[config.mk]
export PLATFORM = sky130hd
export DESIGN_NAME = inst_fetcher
export DESIGN_NICKNAME = d
export VERILOG_FILES = /design/src/rtl/fetch_pkg.sv /design/src/rtl/inst_decoder.sv /design/src/rtl/inst_fetcher.sv
export SDC_FILE = /design/constraint.sdc
export NUM_CORES = 1
export LEC_CHECK = 0
export ABC_AREA = 1
export CAP_MARGIN = 10
export CORE_MARGIN = 1
export CORE_UTILIZATION = 53
export DETAILED_ROUTE_END_ITERATION = 10
export GPL_ROUTABILITY_DRIVEN = 0
export PLACE_DENSITY = 0.95
export SLEW_MARGIN = 20
export SYNTH_ARGS = -nofsm -noshare
export SYNTH_HDL_FRONTEND = slang
export SYNTH_SLANG_ARGS = --single-unit
[constraint.sdc]
create_clock -name clk_in -period 5.65 [get_ports clk_in]
set_input_delay 1.13 -clock clk_in [delete_from_list [all_inputs] [get_ports clk_in]]
set_output_delay 1.13 -clock clk_in [all_outputs]
set_load 0.01 [all_outputs]
[src/rtl/fetch_pkg.sv]
// Shared definitions for the instFetch stage: internal op codes, RV32I
// opcode field values, the 55-bit decoded-op record and the fetcher states.
package fetch_pkg;

  // Internal op codes; 0 is the bubble/NOP marker.
  localparam logic [4:0] OP_NOP   = 5'd0;
  localparam logic [4:0] OP_LUI   = 5'd1;
  localparam logic [4:0] OP_AUIPC = 5'd2;
  localparam logic [4:0] OP_JAL   = 5'd3;
  localparam logic [4:0] OP_JALR  = 5'd4;
  localparam logic [4:0] OP_BEQ   = 5'd5;
  localparam logic [4:0] OP_BNE   = 5'd6;
  localparam logic [4:0] OP_BLT   = 5'd7;
  localparam logic [4:0] OP_BGE   = 5'd8;
  localparam logic [4:0] OP_BLTU  = 5'd9;
  localparam logic [4:0] OP_BGEU  = 5'd10;
  localparam logic [4:0] OP_LB    = 5'd11;
  localparam logic [4:0] OP_LH    = 5'd12;
  localparam logic [4:0] OP_LW    = 5'd13;
  localparam logic [4:0] OP_LBU   = 5'd14;
  localparam logic [4:0] OP_LHU   = 5'd15;
  localparam logic [4:0] OP_SB    = 5'd16;
  localparam logic [4:0] OP_SH    = 5'd17;
  localparam logic [4:0] OP_SW    = 5'd18;
  // ALU ops are laid out in funct3 order so ADD + funct3 selects them;
  // the immediate forms reuse the same codes with use_imm set.
  localparam logic [4:0] OP_ADD   = 5'd19;
  localparam logic [4:0] OP_SLL   = 5'd20;
  localparam logic [4:0] OP_SLT   = 5'd21;
  localparam logic [4:0] OP_SLTU  = 5'd22;
  localparam logic [4:0] OP_XOR   = 5'd23;
  localparam logic [4:0] OP_SRL   = 5'd24;
  localparam logic [4:0] OP_OR    = 5'd25;
  localparam logic [4:0] OP_AND   = 5'd26;
  localparam logic [4:0] OP_SUB   = 5'd27;
  localparam logic [4:0] OP_SRA   = 5'd28;

  // RV32I major opcode field values.
  localparam logic [6:0] OPC_LUI    = 7'b0110111;
  localparam logic [6:0] OPC_AUIPC  = 7'b0010111;
  localparam logic [6:0] OPC_JAL    = 7'b1101111;
  localparam logic [6:0] OPC_JALR   = 7'b1100111;
  localparam logic [6:0] OPC_BRANCH = 7'b1100011;
  localparam logic [6:0] OPC_LOAD   = 7'b0000011;
  localparam logic [6:0] OPC_STORE  = 7'b0100011;
  localparam logic [6:0] OPC_OPIMM  = 7'b0010011;
  localparam logic [6:0] OPC_OP     = 7'b0110011;

  localparam int REC_W = 55;

  typedef struct packed {
    logic [4:0]  op;
    logic [4:0]  rd;
    logic [4:0]  rs1;
    logic [4:0]  rs2;
    logic [31:0] imm;
    logic        branch;
    logic        ls;
    logic        use_imm;
  } op_rec_t;

  typedef enum logic [1:0] {
    S_REQ    = 2'd0,
    S_WAIT   = 2'd1,
    S_HOLD   = 2'd2,
    S_JSTALL = 2'd3
  } fetch_state_t;

  function automatic logic [4:0] alu_op(input logic [2:0] f3);
    return OP_ADD + {2'b00, f3};
  endfunction

endpackage

[src/rtl/inst_decoder.sv]
// Combinational RV32I decoder: one instruction word in, one op record out.
// Anything illegal or unsupported comes out as an all-zero (bubble) record.
module inst_decoder
  import fetch_pkg::*;
(
  input  logic [31:0] word,
  output op_rec_t     rec
);

  logic [2:0]  f3;
  logic [6:0]  f7;
  logic [31:0] imm_i, imm_s, imm_b, imm_u, imm_j;
  logic [4:0]  op;

  assign f3    = word[14:12];
  assign f7    = word[31:25];
  assign imm_i = {{20{word[31]}}, word[31:20]};
  assign imm_s = {{20{word[31]}}, word[31:25], word[11:7]};
  assign imm_b = {{19{word[31]}}, word[31], word[7], word[30:25], word[11:8], 1'b0};
  assign imm_u = {word[31:12], 12'b0};
  assign imm_j = {{11{word[31]}}, word[31], word[19:12], word[20], word[30:21], 1'b0};

  // Pick the op code and fill only the fields that format uses.
  always_comb begin
    rec = '0;
    op  = OP_NOP;
    case (word[6:0])
      OPC_LUI, OPC_AUIPC: begin
        op          = (word[6:0] == OPC_LUI) ? OP_LUI : OP_AUIPC;
        rec.rd      = word[11:7];
        rec.imm     = imm_u;
        rec.use_imm = 1'b1;
      end
      OPC_JAL: begin
        op      = OP_JAL;
        rec.rd  = word[11:7];
        rec.imm = imm_j;
      end
      OPC_JALR: begin
        op          = (f3 == 3'b000) ? OP_JALR : OP_NOP;
        rec.rd      = word[11:7];
        rec.rs1     = word[19:15];
        rec.imm     = imm_i;
        rec.use_imm = 1'b1;
      end
      OPC_BRANCH: begin
        case (f3)
          3'b000:  op = OP_BEQ;
          3'b001:  op = OP_BNE;
          3'b100:  op = OP_BLT;
          3'b101:  op = OP_BGE;
          3'b110:  op = OP_BLTU;
          3'b111:  op = OP_BGEU;
          default: op = OP_NOP;
        endcase
        rec.rs1    = word[19:15];
        rec.rs2    = word[24:20];
        rec.imm    = imm_b;
        rec.branch = 1'b1;
      end
      OPC_LOAD: begin
        case (f3)
          3'b000:  op = OP_LB;
          3'b001:  op = OP_LH;
          3'b010:  op = OP_LW;
          3'b100:  op = OP_LBU;
          3'b101:  op = OP_LHU;
          default: op = OP_NOP;
        endcase
        rec.rd      = word[11:7];
        rec.rs1     = word[19:15];
        rec.imm     = imm_i;
        rec.ls      = 1'b1;
        rec.use_imm = 1'b1;
      end
      OPC_STORE: begin
        case (f3)
          3'b000:  op = OP_SB;
          3'b001:  op = OP_SH;
          3'b010:  op = OP_SW;
          default: op = OP_NOP;
        endcase
        rec.rs1     = word[19:15];
        rec.rs2     = word[24:20];
        rec.imm     = imm_s;
        rec.ls      = 1'b1;
        rec.use_imm = 1'b1;
      end
      OPC_OPIMM: begin
        if (f3 == 3'b001)
          op = (f7 == 7'b0000000) ? OP_SLL : OP_NOP;
        else if (f3 == 3'b101)
          op = (f7 == 7'b0000000) ? OP_SRL : (f7 == 7'b0100000) ? OP_SRA : OP_NOP;
        else
          op = alu_op(f3);
        rec.rd      = word[11:7];
        rec.rs1     = word[19:15];
        rec.imm     = (f3 == 3'b001 || f3 == 3'b101) ? {27'b0, word[24:20]} : imm_i;
        rec.use_imm = 1'b1;
      end
      OPC_OP: begin
        if (f7 == 7'b0000000)
          op = alu_op(f3);
        else if (f7 == 7'b0100000 && f3 == 3'b000)
          op = OP_SUB;
        else if (f7 == 7'b0100000 && f3 == 3'b101)
          op = OP_SRA;
        else
          op = OP_NOP;
        rec.rd  = word[11:7];
        rec.rs1 = word[19:15];
        rec.rs2 = word[24:20];
      end
      default: op = OP_NOP;
    endcase
    rec.op = op;
    if (op == OP_NOP)
      rec = '0;
  end

endmodule

[src/rtl/inst_fetcher.sv]
// Producer end of the decoded-op queue: holds the PC, issues single
// outstanding word fetches, decodes the reply and pushes it under full_in.
// Optional feature macro: FETCH_JAL_FOLD_EN (JAL resolved here, no stall).
module inst_fetcher
  import fetch_pkg::*;
#(
  parameter logic [31:0] RESET_PC = 32'h0000_0000,
  parameter int          OP_W     = 5
) (
  input  logic            clk_in,
  input  logic            rst_in,
  input  logic            rdy_in,
  output logic            icache_req_out,
  output logic [31:0]     icache_addr_out,
  input  logic            icache_valid_in,
  input  logic [31:0]     icache_data_in,
  input  logic            full_in,
  input  logic            redirect_in,
  input  logic [31:0]     redirect_pc_in,
  output logic [OP_W-1:0] op_out,
  output logic [4:0]      rd_out,
  output logic [4:0]      rs1_out,
  output logic [4:0]      rs2_out,
  output logic [31:0]     imm_out,
  output logic            branch_out,
  output logic            ls_out,
  output logic            use_imm_out,
  output logic            stalled_out
);

  fetch_state_t state, state_nxt;
  logic [31:0]  pc, pc_nxt;
  op_rec_t      hold, hold_nxt, dec;
  logic         hold_valid, hold_valid_nxt;
  logic         discard, discard_nxt;
  logic         push;

  inst_decoder u_dec (
    .word (icache_data_in),
    .rec  (dec)
  );

  assign push = hold_valid & ~full_in;

  // State register; rdy_in low freezes everything, reset always wins.
  always_ff @(posedge clk_in) begin
    if (rst_in) begin
      state      <= S_REQ;
      pc         <= RESET_PC;
      hold       <= '0;
      hold_valid <= 1'b0;
      discard    <= 1'b0;
    end else if (rdy_in) begin
      state      <= state_nxt;
      pc         <= pc_nxt;
      hold       <= hold_nxt;
      hold_valid <= hold_valid_nxt;
      discard    <= discard_nxt;
    end
  end

  // Next-state logic; a redirect is applied last so it overrides the FSM,
  // while a push in the same cycle still clears the held record.
  always_comb begin
    state_nxt      = state;
    pc_nxt         = pc;
    hold_nxt       = hold;
    hold_valid_nxt = hold_valid;
    discard_nxt    = discard;

    case (state)
      S_REQ: state_nxt = S_WAIT;
      S_WAIT: begin
        if (icache_valid_in) begin
          if (discard) begin
            discard_nxt = 1'b0;
            state_nxt   = S_REQ;
          end else begin
            hold_nxt       = dec;
            hold_valid_nxt = 1'b1;
            state_nxt      = S_HOLD;
          end
        end
      end
      S_HOLD: begin
        if (push) begin
          hold_valid_nxt = 1'b0;
          if (hold.op == OP_JALR) begin
            state_nxt = S_JSTALL;
          end else if (hold.op == OP_JAL) begin
`ifdef FETCH_JAL_FOLD_EN
            pc_nxt    = pc + hold.imm;
            state_nxt = S_REQ;
`else
            state_nxt = S_JSTALL;
`endif
          end else begin
            pc_nxt    = pc + 32'd4;
            state_nxt = S_REQ;
          end
        end
      end
      S_JSTALL: state_nxt = S_JSTALL;
      default:  state_nxt = S_REQ;
    endcase

    if (redirect_in) begin
      pc_nxt         = redirect_pc_in;
      hold_valid_nxt = 1'b0;
      if (state == S_REQ) begin
        // The strobe is going out to the old pc; wait for and drop its reply.
        discard_nxt = 1'b1;
        state_nxt   = S_WAIT;
      end else if (state == S_WAIT && !icache_valid_in) begin
        discard_nxt = 1'b1;
        state_nxt   = S_WAIT;
      end else begin
        // Either nothing is outstanding or the stale reply lands right now.
        discard_nxt = 1'b0;
        state_nxt   = S_REQ;
      end
    end
  end

  assign icache_req_out  = (state == S_REQ) && rdy_in && !rst_in;
  assign icache_addr_out = {pc[31:2], 2'b00};
  assign stalled_out     = (state == S_JSTALL);

  assign op_out      = hold_valid ? OP_W'(hold.op) : '0;
  assign rd_out      = hold_valid ? hold.rd        : '0;
  assign rs1_out     = hold_valid ? hold.rs1       : '0;
  assign rs2_out     = hold_valid ? hold.rs2       : '0;
  assign imm_out     = hold_valid ? hold.imm       : '0;
  assign branch_out  = hold_valid & hold.branch;
  assign ls_out      = hold_valid & hold.ls;
  assign use_imm_out = hold_valid & hold.use_imm;

endmodule

==> out/metrics.cfg <==
[place]
hpwl_mm = 12.7
portBuffers = 154
placed_area_um2 = 7500

[die]
initial_utilization_pct = 54.8
dieHeight_um = 108
fp.dieArea_um2 = 11700
fp.dieW_um = 108
core_area_um2 = 10900
num_rows = 38
ioPinCount = 159

[worst_setup_path]
cp_slowest_cell = nand3_2
required_ns = 5.87
crit_type = in2reg
crit_fanout = 50
crit_chain = clkdlybuf4s50_1 > inv_1 > ha_1 > o21ai_0 > nand3_1 > a22oi_1 > nand2_1 > nor2_1 > nand3_2 > nand2_1 > a21oi_1
cp_data_arrival_time_ns = 4.35
end_kind = register
path_buf_inv = 2
worst_path_most_repeated_cell = nand2_1
critPathLaunchType = input port
crit_path_max_incr_delay_ns = 0.79
path_delay_family = simple AND/OR/NAND/NOR gates

[min_path]
hp-class = reg2reg

[global_routing]
grt_pass1_vias = 6227
grt_max_degree = 81
grt-ovfl-total = 0
gr-usage-all-layers_pct = 29.8
antenna_found_initial = 0
grt_pass1_wl_mm = 27.7

[cts]
clock_path_buffers = 2
cts_root_buf = clkbuf_8
htreeDepth = 3
cts-resized-gates = 0
post_cts_buffers = 0
cts_tree = yes
clk_latency_ns = 0.37
clkSinkCount = 89
path_clk_slew_ns = 0.09
cts-buffers-inserted = 9
cts.hold.buffers_added = 0

[synthesis]
synthTopCellsByArea = dfxtp_1, nand2_1, nor2_1
ys_top_cells_by_count = nand2_1, nor2_1, inv_1
syn_area_um2 = 5970
ys_seq_elements = 89
synth_seq_area_share_pct = 29.9
synthAdderAreaFrac_pct = 1.26
synth-edff-count = 0
synth-compound-area-share_pct = 15.2
yosysWarnings = 0
syn_inst = 1033
synth_xor_area_share_pct = 1.76
async_flop_share_pct = 0
synthMuxAreaShare_pct = 0
synth.most_common_cell = nand2_1
synthSimpleGateAreaFrac_pct = 39.8
synth_cell_type_count = 40
synth_top_family_by_area = simple AND/OR/NAND/NOR gates
yosysTopAreaCell = dfxtp_1
yosys.area.top_type_share_pct = 29.9
ys.flop_type = dfxtp_1
synth.avg_cell_area_um2 = 5.78

[finish]
drive_gt1_share_pct = 4.47
insertedDiodeCount = 0
design_area_um2 = 7710
syn2layout_area_growth_pct = 29.3
nNetsFinal = 1234

[sta]
rsz0062_at_grt = false
finalCriticalPeriod_ns = 4.14
slew_headroom_pct = 31.1
slew_viol_final = 0
finClkSkew_ns = 0.0143
period_share_pct = 73.2
tightest_slew_ns = 1.03
fin_setup_tns_ns = 0
finalSetupViolCount = 0
hold_violations = 0
fmax_ghz = 0.242

[power]
vdd_drop_max_mv = 0.121
power_density_nw_per_um2 = 176
leakage_nw = 3.44

[run_status]
outcome = completed

[detailed_routing]
ant_nets = 0
wl_per_cell_um = 13.6
initialDrtViolationCount = 633
routed_wl_mm = 17.7
post-route-drc-count = 0
first_pass_iters = 7
avgViaCountPerCell = 5.32
vias = 6934

[flow_run]
maxCapViolCount = 0

==> cell usage in the layout, fill, tap and decap left out, drive strengths merged, types with 9 or more instances in the layout <==
master	instances
a21oi	90
clkbuf	9
clkdlybuf4s50	153
dfxtp	89
inv	138
nand2	370
nand3	42
nand4	12
nor2	137
o21ai	40
xor2	9
==> cell type report <==
type                    instances  area, um2
repair buffers                158       1570
inverters                     136        510
clock buffers                   9        124
well taps                     140        175
clock inverters                 7       85.1
flip-flops and latches         89       1780
fillers                       941       3180
multi-input cells             764       3470
==> metrics by stage <==
stage | hold slack (ns) | cells | utilization [%] | power [mW] | worst slack (ns)
final | 0.469 | 1303 | 70.8 | 1.36 | 1.51
after detailed placement | 0.456 | 1287 | 68.9 | 0.883 | 1.32
after global placement | 0.451 | 1287 | 68.9 | 0.879 | 1.37
after CTS | 0.471 | 1303 | 70.8 | 1.35 | 1.65
after global routing | 0.486 | 1303 | 70.8 | 1.40 | 1.23
after floorplan | 0.438 | 1034 | - | 0.785 | 2.67
==> routing by layer <==
| layer | GRT usage, % | part of all wire, % |
|---|---|---|
| met2 | 51.4 | 48 |
| met4 | 14.4 | 2.8 |
| met5 | 0 | 0 |
| met1 | 35.0 | 39 |
| met3 | 6.09 | 10 |
==> logic make-up (layout without fill, tap and decap cells) <==
family | after synthesis | after routing
XOR/XNOR | 12 | 12
AND/OR/NAND/NOR | 581 | 581
buffers and inverters | 181 | 310
other | 1 | 2
flip-flops | 89 | 89
adder cells (fa/ha/maj) | 6 | 6
AO/OA/AOI/OAI | 163 | 163
==> sequential cells by signal, indices dropped and copies added, names as in the netlist <==
signal / cells
hold: 55
pc: 30
state: 2
discard: 1
hold_valid: 1
==> worst paths after layout <==
check / startpoint / end / slack (ns) / depth (start not counted)
worst min register to register: hold[1]$_SDFFE_PP0P_ / hold[1]$_SDFFE_PP0P_ / 0.47 / 2
worst min-delay path: hold[1]$_SDFFE_PP0P_ / hold[1]$_SDFFE_PP0P_ / 0.47 / 2
worst max register to register: hold_valid$_SDFFE_PP0P_ / pc[12]$_SDFFE_PP0P_ / 2.58 / 7
worst max-delay path: icache_data_in[13] / hold[34]$_SDFFE_PP0P_ / 1.51 / 11
==> report_power, final <==
part           internal [mW]  total (mW)  leakage (nW)  switching, mW
Combinational         0.0940       0.209          2.62          0.115
Sequential             0.641       0.665         0.720         0.0247
Clock                  0.214       0.485         0.100          0.271
Total                  0.949        1.36          3.44          0.411
==> worst register-to-register path, cell delays in order (launching register included) <==
cell	delay (ns)
dfxtp_2	1.01
inv_1	0.13
o21ai_0	0.25
nand3_1	0.11
buf_4	0.24
inv_1	0.71
o21ai_0	0.25
a221oi_1	0.28
Power figures use the tool's default switching activity.
